## config.mk

```make
export PLATFORM = sky130hd
export DESIGN_NAME = vga_sync_gen
export DESIGN_NICKNAME = d
export VERILOG_FILES = /design/src/rtl/vga_pkg.sv /design/src/rtl/vga_sync_gen_clk_en_div.sv /design/src/rtl/vga_sync_gen.sv
export SDC_FILE = /design/constraint.sdc
export NUM_CORES = 1
export LEC_CHECK = 0
export ABC_AREA = 1
export CAP_MARGIN = 20
export CORE_MARGIN = 5
export CORE_UTILIZATION = 38
export DETAILED_ROUTE_END_ITERATION = 8
export SLEW_MARGIN = 0
export SYNTH_ARGS = -nofsm -noshare
export SYNTH_HDL_FRONTEND = slang
export SYNTH_SLANG_ARGS = --single-unit
```

## constraint.sdc

```tcl
create_clock -name clock -period 2.6 [get_ports clock]
set_clock_uncertainty 0.2 [all_clocks]
set_input_delay 0.52 -clock clock [delete_from_list [all_inputs] [get_ports clock]]
set_output_delay 0.52 -clock clock [all_outputs]
set_load 0.01 [all_outputs]
```

## src/rtl/vga_pkg.sv

```systemverilog
// vga_pkg: default 640x480@60 timing, derived totals and shared types
// for the VGA raster sync generator.
package vga_pkg;

    localparam int H_ACTIVE_D = 640;
    localparam int H_FP_D     = 16;
    localparam int H_SYNC_D   = 96;
    localparam int H_BP_D     = 48;
    localparam int V_ACTIVE_D = 480;
    localparam int V_FP_D     = 10;
    localparam int V_SYNC_D   = 2;
    localparam int V_BP_D     = 33;

    localparam int H_TOTAL_D = H_ACTIVE_D + H_FP_D + H_SYNC_D + H_BP_D;
    localparam int V_TOTAL_D = V_ACTIVE_D + V_FP_D + V_SYNC_D + V_BP_D;

    typedef struct packed {
        logic [15:0] h_active;
        logic [15:0] h_fp;
        logic [15:0] h_sync;
        logic [15:0] h_bp;
        logic [15:0] v_active;
        logic [15:0] v_fp;
        logic [15:0] v_sync;
        logic [15:0] v_bp;
    } vga_timing_t;

    typedef logic [$clog2(H_TOTAL_D)-1:0] hcount_t;
    typedef logic [$clog2(V_TOTAL_D)-1:0] vcount_t;

endpackage

```

## src/rtl/vga_sync_gen_clk_en_div.sv

```systemverilog
// clk_en_div: divides the system clock into a one-clock pixel enable.
// tick is the combinational "pix_en goes high on this edge" signal.
module clk_en_div #(
    parameter int CLK_DIV = 4
) (
    input  logic clock,
    input  logic reset_n,
    input  logic run,
    output logic tick,
    output logic pix_en
);

    localparam int DW = (CLK_DIV > 1) ? $clog2(CLK_DIV) : 1;
    localparam logic [DW-1:0] LAST = DW'(CLK_DIV - 1);

    logic [DW-1:0] r_div;
    logic [DW-1:0] w_div_nxt;

    always_comb begin
        w_div_nxt = (r_div == LAST) ? '0 : r_div + 1'b1;
        tick      = run && (w_div_nxt == LAST);
    end

    always_ff @(posedge clock or negedge reset_n) begin
        if (!reset_n) begin
            r_div  <= '0;
            pix_en <= 1'b0;
        end else begin
            if (run) r_div <= w_div_nxt;
            pix_en <= tick;
        end
    end

endmodule

```

## src/rtl/vga_sync_gen.sv

```systemverilog
// vga_sync_gen: 640x480@60 raster timing with registered sync/strobes.
// Define VGA_SYNC_POS_EN for active-high hsync/vsync.
module vga_sync_gen
    import vga_pkg::*;
#(
    parameter int CLK_DIV  = 4,
    parameter int H_ACTIVE = H_ACTIVE_D,
    parameter int H_FP     = H_FP_D,
    parameter int H_SYNC   = H_SYNC_D,
    parameter int H_BP     = H_BP_D,
    parameter int V_ACTIVE = V_ACTIVE_D,
    parameter int V_FP     = V_FP_D,
    parameter int V_SYNC   = V_SYNC_D,
    parameter int V_BP     = V_BP_D
) (
    input  logic clock,
    input  logic reset_n,
    input  logic run,
    output logic pix_en,
    output logic hsync,
    output logic vsync,
    output logic active,
    output logic [$clog2(H_ACTIVE+H_FP+H_SYNC+H_BP)-1:0] x,
    output logic [$clog2(V_ACTIVE+V_FP+V_SYNC+V_BP)-1:0] y,
    output logic line_start,
    output logic frame_start
);

    localparam int H_TOTAL = H_ACTIVE + H_FP + H_SYNC + H_BP;
    localparam int V_TOTAL = V_ACTIVE + V_FP + V_SYNC + V_BP;
    localparam int XW = $clog2(H_TOTAL);
    localparam int YW = $clog2(V_TOTAL);

    localparam vga_timing_t T = '{
        h_active: 16'(H_ACTIVE), h_fp: 16'(H_FP),
        h_sync:   16'(H_SYNC),   h_bp: 16'(H_BP),
        v_active: 16'(V_ACTIVE), v_fp: 16'(V_FP),
        v_sync:   16'(V_SYNC),   v_bp: 16'(V_BP)
    };

    localparam logic [XW-1:0] X_LAST = XW'(H_TOTAL - 1);
    localparam logic [YW-1:0] Y_LAST = YW'(V_TOTAL - 1);
    localparam logic [XW-1:0] X_ACT  = XW'(T.h_active);
    localparam logic [YW-1:0] Y_ACT  = YW'(T.v_active);
    localparam logic [XW-1:0] HS_BEG = XW'(T.h_active + T.h_fp);
    localparam logic [XW-1:0] HS_END = XW'(T.h_active + T.h_fp + T.h_sync);
    localparam logic [YW-1:0] VS_BEG = YW'(T.v_active + T.v_fp);
    localparam logic [YW-1:0] VS_END = YW'(T.v_active + T.v_fp + T.v_sync);

`ifdef VGA_SYNC_POS_EN
    localparam logic SYNC_ON = 1'b1;
`else
    localparam logic SYNC_ON = 1'b0;
`endif

    logic          w_tick;
    logic [XW-1:0] w_x_nxt;
    logic [YW-1:0] w_y_nxt;
    logic          w_hs_on;
    logic          w_vs_on;

    clk_en_div #(
        .CLK_DIV(CLK_DIV)
    ) u_div (
        .clock  (clock),
        .reset_n(reset_n),
        .run    (run),
        .tick   (w_tick),
        .pix_en (pix_en)
    );

    // Decode the next position so flags line up with x/y on the same edge.
    always_comb begin
        w_x_nxt = (x == X_LAST) ? '0 : x + 1'b1;
        w_y_nxt = y;
        if (x == X_LAST) w_y_nxt = (y == Y_LAST) ? '0 : y + 1'b1;
        w_hs_on = (w_x_nxt >= HS_BEG) && (w_x_nxt < HS_END);
        w_vs_on = (w_y_nxt >= VS_BEG) && (w_y_nxt < VS_END);
    end

    always_ff @(posedge clock or negedge reset_n) begin
        if (!reset_n) begin
            x           <= X_LAST;
            y           <= Y_LAST;
            hsync       <= ~SYNC_ON;
            vsync       <= ~SYNC_ON;
            active      <= 1'b0;
            line_start  <= 1'b0;
            frame_start <= 1'b0;
        end else begin
            line_start  <= 1'b0;
            frame_start <= 1'b0;
            if (w_tick) begin
                x           <= w_x_nxt;
                y           <= w_y_nxt;
                hsync       <= w_hs_on ? SYNC_ON : ~SYNC_ON;
                vsync       <= w_vs_on ? SYNC_ON : ~SYNC_ON;
                active      <= (w_x_nxt < X_ACT) && (w_y_nxt < Y_ACT);
                line_start  <= (w_x_nxt == '0);
                frame_start <= (w_x_nxt == '0) && (w_y_nxt == '0);
            end
        end
    end

endmodule
```

==> results.toml, run 1 <==
[route]
routed_wl_um = 4750
route.met3.wl_um = 135
viasPerCell = 4.72
wl_per_cell_um = 12.5
remaining_drc_errors = 0
met1_length_um = 2480
drt_iter0_drc = 131
num_vias = 1800
met2_length_um = 2080
drtAntennaViolNets = 0
top_layer_used = "met4"
drt_first_pass_iters = 4

[setup_path]
arrival_ns = 2.35
cp-startpoint = "x[1]"
crit_path_max_incr_delay_ns = 0.59
reg2reg_from = "x[1]"
cp_data_required_time_ns = 2.62
slowest_stage = "dfstp_2"
path_class = "reg2reg"
cp_common_cell = "nor2_1"
cp-start-kind = "register"
crit_chain = "ha_1 -> nand4_2 -> nor2_4 -> nor2_1 -> a21oi_1 -> nand3_1 -> nor2_1 -> nand2_1 -> nor2_2"
critPathTopFamily = "simple AND/OR/NAND/NOR gates"
worst-path-max-fanout = 19
crit_path_end_kind = "register"
crit_buf_inv = 0

[sta]
fin_hold_ws_ns = 0.299
worst_pin_slew_ns = 0.412
rsz0062_at_grt = "false"
drv_slew = 0
hold_viol_final = 0
setup_violations = 0
fmax_ghz = 0.430
relSlewSlack = 0.724
fin_crit_ns = 2.33
post-route-period-util = 0.895
fin_tns_setup_ns = 0
setup_slack_ns = 0.273

[floorplan]
die_h_um = 81.0
ios = 29
die_width_um = 81.0
fp-row-count = 25
dieArea_um2 = 6570
start_util = 0.398
coreArea_um2 = 4820

[synthesis]
synth.area.mux_share = 0
synthXorXnorAreaFrac = 0.00457
synth-seq-cells = 28
synth_common_cells = "103 x nand2_1, 34 x nor2_1, 29 x inv_1"
synth-edff-count = 0
yosys.cell_types.count = 29
synthAdderAreaFrac = 0.0392
synth-compound-area-share = 0.0809
avgSynthCellArea_um2 = 6.73
synth_ff_type = "dfrtp_1"
yosysSeqAreaShare = 0.373
synth_top_cell_by_area = "dfrtp_1"
yosysMostFrequentCell = "nand2_1"
synth_top_family_by_area = "simple AND/OR/NAND/NOR gates"
synth_simple_gate_area_frac = 0.418
async_flop_share = 1.00
synthesis.nets = 294
synth_top_area_frac = 0.209
ys_top_cells_by_area = "dfrtp_1 21%, nand2_1 20%, dfstp_2 16%, nor2_1 6.7%, nand3_1 6.0%"
synth_area_um2 = 1920
synth_cells = 285
yosysWarnings = 0

[global_routing]
grt_pass1_vias = 1712
antenna_found_initial = 0
grt_pass1_wl_um = 8150
grt_usage = 0.159
grt_overflow = 0
grt_max_degree = 29

[clock_network]
postCtsSetupBuffers = 0
clkTransAtPathRegs_ns = 0.10
clk_path_buf_depth = 2
htreeDepth = 1
tritoncts = "built"
hold_buffers = 0
ctsResizeCount = 0
clock_latency_ns = 0.28
cts_buffers = 3
cts.sinks = 28
root_buffer = "clkbuf_8"

[pwr]
leakagePower_nw = 1.08
vdd_ir_drop_max_v = 0.000375
p_total_mw = 1.62
cellPowerDensity_nw_per_um2 = 699

[placement]
place_area_um2 = 2270
globalplace.congestion = 0.869
dp_slack_ns = 0.295
hpwlAfterDp_um = 3610
portBuffers = 28

[final_layout]
fin_nets = 324
post-route-cell-area_um2 = 2320
drive_gt1_frac = 0.102
syn2layout_area_growth_pct = 21.1
n_antenna_cell = 0

[flow_run]
drv_cap = 0

[worst_hold_path]
hp-start = "active"
hold_path_class = "reg2reg"

[status]
status = "finished clean"
## registers in the layout (all words and copies together), names as in the netlist
signal,cells
active,1
frame_start,1
hsync,1
line_start,1
u_div.pix_en,1
u_div.r_div,2
vsync,1
x,10
y,10
## per-layer routing
metal | vias up | GRT usage
li1 | 967 | -
met1 | 809 | 0.232
met2 | 20 | 0.243
met3 | 4 | 0.0188
met4 | 0 | 0.0507
met5 | - | 0
## stage by stage
stage	std cells	util
6_report	381	0.482
5_1_grt	381	0.482
4_1_cts	381	0.482
3_5_place_dp	377	0.471
3_3_place_gp	377	0.471
2_1_floorplan	285	-
## report_power, final
| part | leakage [nW] | switching, mW | internal (mW) |
|---|---|---|---|
| logic | 0.711 | 0.359 | 0.289 |
| clock network | 0.0288 | 0.147 | 0.136 |
| registers | 0.341 | 0.128 | 0.566 |
| total | 1.08 | 0.633 | 0.991 |
## cells in the final DEF (no fill, tap or decap)
cell type	Yosys	final
nand2_1	103	103
nor2_1	34	34
inv_1	29	29
clkdlybuf4s50_1	0	28
nand3_1	23	23
o21ai_0	22	22
dfrtp_1	16	16
dfstp_2	12	12
nand4_1	7	7
ha_1	6	6
a21oi_1	5	5
clkbuf_8	0	4
buf_4	0	4
nand3_2	3	3
nor2_4	2	2
nor3_1	2	2
o21a_1	2	2
clkinv_1	1	1
nand2_2	1	1
nand2_4	1	1
xnor2_1	1	1
nand4_2	1	1
inv_2	1	1
nor3_2	1	1
or2_1	1	1
o21ai_1	1	1
nor2_2	1	1
or2_2	1	1
nand3b_1	1	1
## worst paths after layout
| path | to | slack (ns) | cells past startpoint |
|---|---|---|---|
| min | active | 0.30 | 2 |
| max | frame_start | 0.27 | 9 |
| max in group asynchronous | x[3] | 1.49 | 2 |
| max reg2reg | frame_start | 0.27 | 9 |
| min in group asynchronous | line_start | 0.41 | 2 |
| min reg2reg | active | 0.30 | 2 |
## tightest hold or removal path, cell delays in order (launching register included)
cell and delay (ns):
dfrtp_1 0.36, nand2_1 0.05, nand2_1 0.06
## logic make-up after synthesis
family                   after synthesis
AND/OR/NAND/NOR                      182
buffers and inverters                 38
AO/OA/AOI/OAI                         30
flip-flops                            28
adder cells (fa/ha/maj)                6
XOR/XNOR                               1
## cell type report
| type | instances | area, um^2 |
|---|---|---|
| fillers | 519 | 2490 |
| multi-input cells | 219 | 1040 |
| flip-flops and latches | 28 | 716 |
| repair buffers | 32 | 310 |
| inverters | 31 | 116 |
| well taps | 67 | 83.8 |
| clock buffers | 4 | 55.1 |
Note: power is estimated with default switching activity, not from simulation.
==> run 2, diff against run 1 <==
PLACE_DENSITY_LB_ADDON = 0.2   (was default)
SETUP_SLACK_MARGIN = 0.05   (was default)
==> results.toml, run 2 (synthesis results as in run 1) <==
[clock_network]
tritoncts = "built"
postCtsSetupBuffers = 0
clkTransAtPathRegs_ns = 0.11
ctsResizeCount = 0
clock_latency_ns = 0.28
root_buffer = "clkbuf_8"
clk_path_buf_depth = 2
htreeDepth = 1
cts_buffers = 3
cts.sinks = 28
hold_buffers = 0

[pwr]
leakagePower_nw = 1.09
p_total_mw = 1.71
cellPowerDensity_nw_per_um2 = 730
vdd_ir_drop_max_v = 0.000426

[sta]
worst_pin_slew_ns = 0.428
fmax_ghz = 0.437
post-route-period-util = 0.881
fin_crit_ns = 2.29
setup_violations = 0
setup_slack_ns = 0.310
hold_viol_final = 0
rsz0062_at_grt = "false"
relSlewSlack = 0.714
drv_slew = 0
fin_tns_setup_ns = 0
fin_hold_ws_ns = 0.301

[placement]
portBuffers = 28
globalplace.congestion = 0.910
hpwlAfterDp_um = 3620
dp_slack_ns = 0.301

[setup_path]
crit_chain = "ha_1 -> nand3_1 -> nor2_4 -> nand2_2 -> o21ai_0 -> nand2_1 -> nand3_1 -> nor2_1 -> nand2_1 -> nor2_2"
cp_data_required_time_ns = 2.59
crit_path_max_incr_delay_ns = 0.60
worst-path-max-fanout = 12
ff2ff_path_depth = 10
cp-startpoint = "x[0]"
crit_path_end_kind = "register"
worstSetupEndpoint = "frame_start"
arrival_ns = 2.28
reg2reg_from = "x[0]"
cp-start-kind = "register"
r2r_end = "frame_start"
regToRegSetupSlack_ns = 0.31
path_class = "reg2reg"
slowest_stage = "dfstp_2"

[global_routing]
gr-usage-met3 = 0.0277
grt_overflow = 0
use_met1 = 0.221
globalRouteMet2Util = 0.259
antenna_found_initial = 0
top_usage_layer = "met2"
grt_usage = 0.162
grt_pass1_vias = 1795
grt_max_degree = 29
grt_pass1_wl_um = 8360

[final_layout]
drive_gt1_frac = 0.102
n_antenna_cell = 0
fin_nets = 324
syn2layout_area_growth_pct = 22.0
final_core_util = 0.485
final_common_cell = "nand2_1"
top_regs = "x x10, y x10, u_div.r_div x2"
final_cell_mix = "103 x nand2_1, 34 x nor2_1, 29 x inv_1, 28 x clkdlybuf4s50_1, 23 x nand3_1"

[route]
remaining_drc_errors = 0
wl_per_cell_um = 12.7
drtAntennaViolNets = 0
viasPerCell = 4.89
drt_first_pass_iters = 4
num_vias = 1864
routed_wl_um = 4840
drt_iter0_drc = 130

[floorplan]
die_h_um = 81.0
start_util = 0.398
fp-row-count = 25
coreArea_um2 = 4820
die_width_um = 81.0
ios = 29
dieArea_um2 = 6570

[worst_hold_path]
hold_path_class = "reg2reg"

[status]
status = "finished clean"

[flow_run]
drv_cap = 0
## run 2: metrics by stage
step           std cells  instance area (um^2)
2_1_floorplan        285                  1920
6_report             381                  2340
3_3_place_gp         377                  2270
5_1_grt              381                  2340
3_5_place_dp         377                  2270
4_1_cts              381                  2340
## run 2: worst min path at each step
stage / cells past startpoint / endpoint / startpoint / slack (ns)
after CTS: 2 / active / active / 0.31
after global placement: 2 / active / active / 0.27
after global routing: 2 / x[1] / x[1] / 0.35
after floorplan: 0 / active / reset_n / 0.02
final: 2 / active / active / 0.30
after detailed placement: 2 / active / active / 0.28
## run 2: routing by layer
metal | up-vias | routed length [um]
met5 | - | 0
met3 | 10 | 200
li1 | 964 | -
met2 | 36 | 2210
met4 | 0 | 87
met1 | 854 | 2340
## run 2: worst max-delay path: cells and delay by family (launching register included)
kind,cells,cell delay (ns)
flops,1,0.60
compound gates,1,0.21
fa+ha+maj,1,0.24
simple gates,8,0.94
## run 2: cell type report
type	count	area (um^2)
sequential	28	716
clock buffer	3	41.3
fill	505	2480
timing repair buffer	32	310
clock inverter	1	30.0
multi-input combinational	219	1040
tap	67	83.8
inverter	31	116
## run 2: power breakdown
group / total (mW) / switching, mW / internal, mW
Sequential: 0.696 / 0.130 / 0.566
Clock: 0.357 / 0.150 / 0.207
Combinational: 0.654 / 0.363 / 0.291
Total: 1.71 / 0.643 / 1.06
==> run 3, diff against run 2 <==
ABC_CLOCK_PERIOD_IN_PS = 2600   (was default)
CORE_MARGIN = default   (was 5)
==> results.toml, run 3 (synthesis results as in run 1) <==
[route]
drtAntennaViolNets = 0
num_vias = 1843
viasPerCell = 4.84
wl_per_cell_um = 11.9
routed_wl_um = 4520
drt_iter0_drc = 138
remaining_drc_errors = 0
drt_first_pass_iters = 4

[sta]
drv_slew = 0
fmax_ghz = 0.434
relSlewSlack = 0.716
rsz0062_at_grt = "false"
setup_violations = 0
post-route-period-util = 0.886
fin_hold_ws_ns = 0.298
worst_pin_slew_ns = 0.425
fin_tns_setup_ns = 0
fin_crit_ns = 2.30
hold_viol_final = 0

[setup_path]
worstSetupEndpoint = "frame_start"
path_depth = 9
crit_path_end_kind = "register"
path_class = "reg2reg"
crit_path_max_incr_delay_ns = 0.59
arrival_ns = 2.32
ff2ff_path_depth = 9
crit_chain = "ha_1 -> nand4_2 -> nor2_4 -> nor2_1 -> a21oi_1 -> nand3_1 -> nor2_1 -> nand2_1 -> nor2_2"
reg2reg_from = "x[0]"
regToRegSetupSlack_ns = 0.30
cp-start-kind = "register"
cp_common_cell = "nor2_1"
slowest_stage = "dfstp_2"
critPathTopFamily = "simple AND/OR/NAND/NOR gates"
r2r_end = "frame_start"
cp_data_required_time_ns = 2.61
cp-startpoint = "x[0]"
worst-path-max-fanout = 19
crit_buf_inv = 0

[floorplan]
coreArea_um2 = 4790
dieArea_um2 = 5330
die_width_um = 73.0
ios = 29
start_util = 0.401
die_h_um = 73.0
fp-row-count = 25

[clock_network]
cts_buffers = 3
htreeDepth = 1
postCtsSetupBuffers = 0
tritoncts = "built"
cts.sinks = 28
root_buffer = "clkbuf_8"
clock_latency_ns = 0.27
ctsResizeCount = 0
hold_buffers = 0
clkTransAtPathRegs_ns = 0.10
clk_path_buf_depth = 2

[final_layout]
fin_nets = 324
top_regs = "x x10, y x10, u_div.r_div x2"
final_cell_mix = "103 x nand2_1, 34 x nor2_1, 29 x inv_1, 28 x clkdlybuf4s50_1, 23 x nand3_1"
final_common_cell = "nand2_1"
syn2layout_area_growth_pct = 22.0
n_antenna_cell = 0
drive_gt1_frac = 0.102

[global_routing]
antenna_found_initial = 0
grt_pass1_vias = 1751
grt_pass1_wl_um = 7910
grt_usage = 0.191
grt_max_degree = 29
grt_overflow = 0

[placement]
hpwlAfterDp_um = 3370
portBuffers = 28
globalplace.congestion = 0.862

[pwr]
p_total_mw = 1.69
cellPowerDensity_nw_per_um2 = 723
vdd_ir_drop_max_v = 0.000370
leakagePower_nw = 1.09

[flow_run]
drv_cap = 0

[worst_hold_path]
hold_path_class = "reg2reg"

[status]
status = "finished clean"
[run 3: area by class of cell]
cell class,count,area [um^2]
clock buffer,3,41.3
clock inverter,1,30.0
fill,509,2450
inverter,31,116
multi-input combinational,219,1040
sequential,28,716
tap,67,83.8
timing repair buffer,32,310
[run 3: worst register-to-register path: stages (launching register included)]
cell and delay, ns:
dfstp_2 0.59, ha_1 0.23, nand4_2 0.15, nor2_4 0.39, nor2_1 0.09, a21oi_1 0.23
nand3_1 0.12, nor2_1 0.11, nand2_1 0.06, nor2_2 0.07
[run 3: worst min-delay path by stage]
stage | from | slack [ns] | end | cells after the start
floorplan | reset_n | 0.02 | active | 0
global placement | active | 0.28 | active | 2
detailed placement | active | 0.28 | active | 2
CTS | active | 0.31 | active | 2
global route | active | 0.33 | active | 2
finish | active | 0.30 | active | 2
[run 3: through the flow]
step                instances  area, um^2  setup slack (ns)   util
global placement          377        2270             0.405  0.474
CTS                       381        2340             0.291  0.489
global route              381        2340            0.0569  0.489
floorplan                 285        1920             0.571      -
detailed placement        377        2270             0.323  0.474
finish                    381        2340             0.297  0.489
[run 3: metal layers]
metal  track usage  wire, um  vias to the layer above
met4        0.0479        42                        0
met5             0         0                        -
li1              -         -                      964
met2         0.324      2150                       43
met3        0.0235       158                        4
met1         0.256      2160                      832
[run 3: power by group]
group	internal (mW)	switching [mW]
Combinational	0.291	0.361
Clock	0.206	0.137
Sequential	0.566	0.129
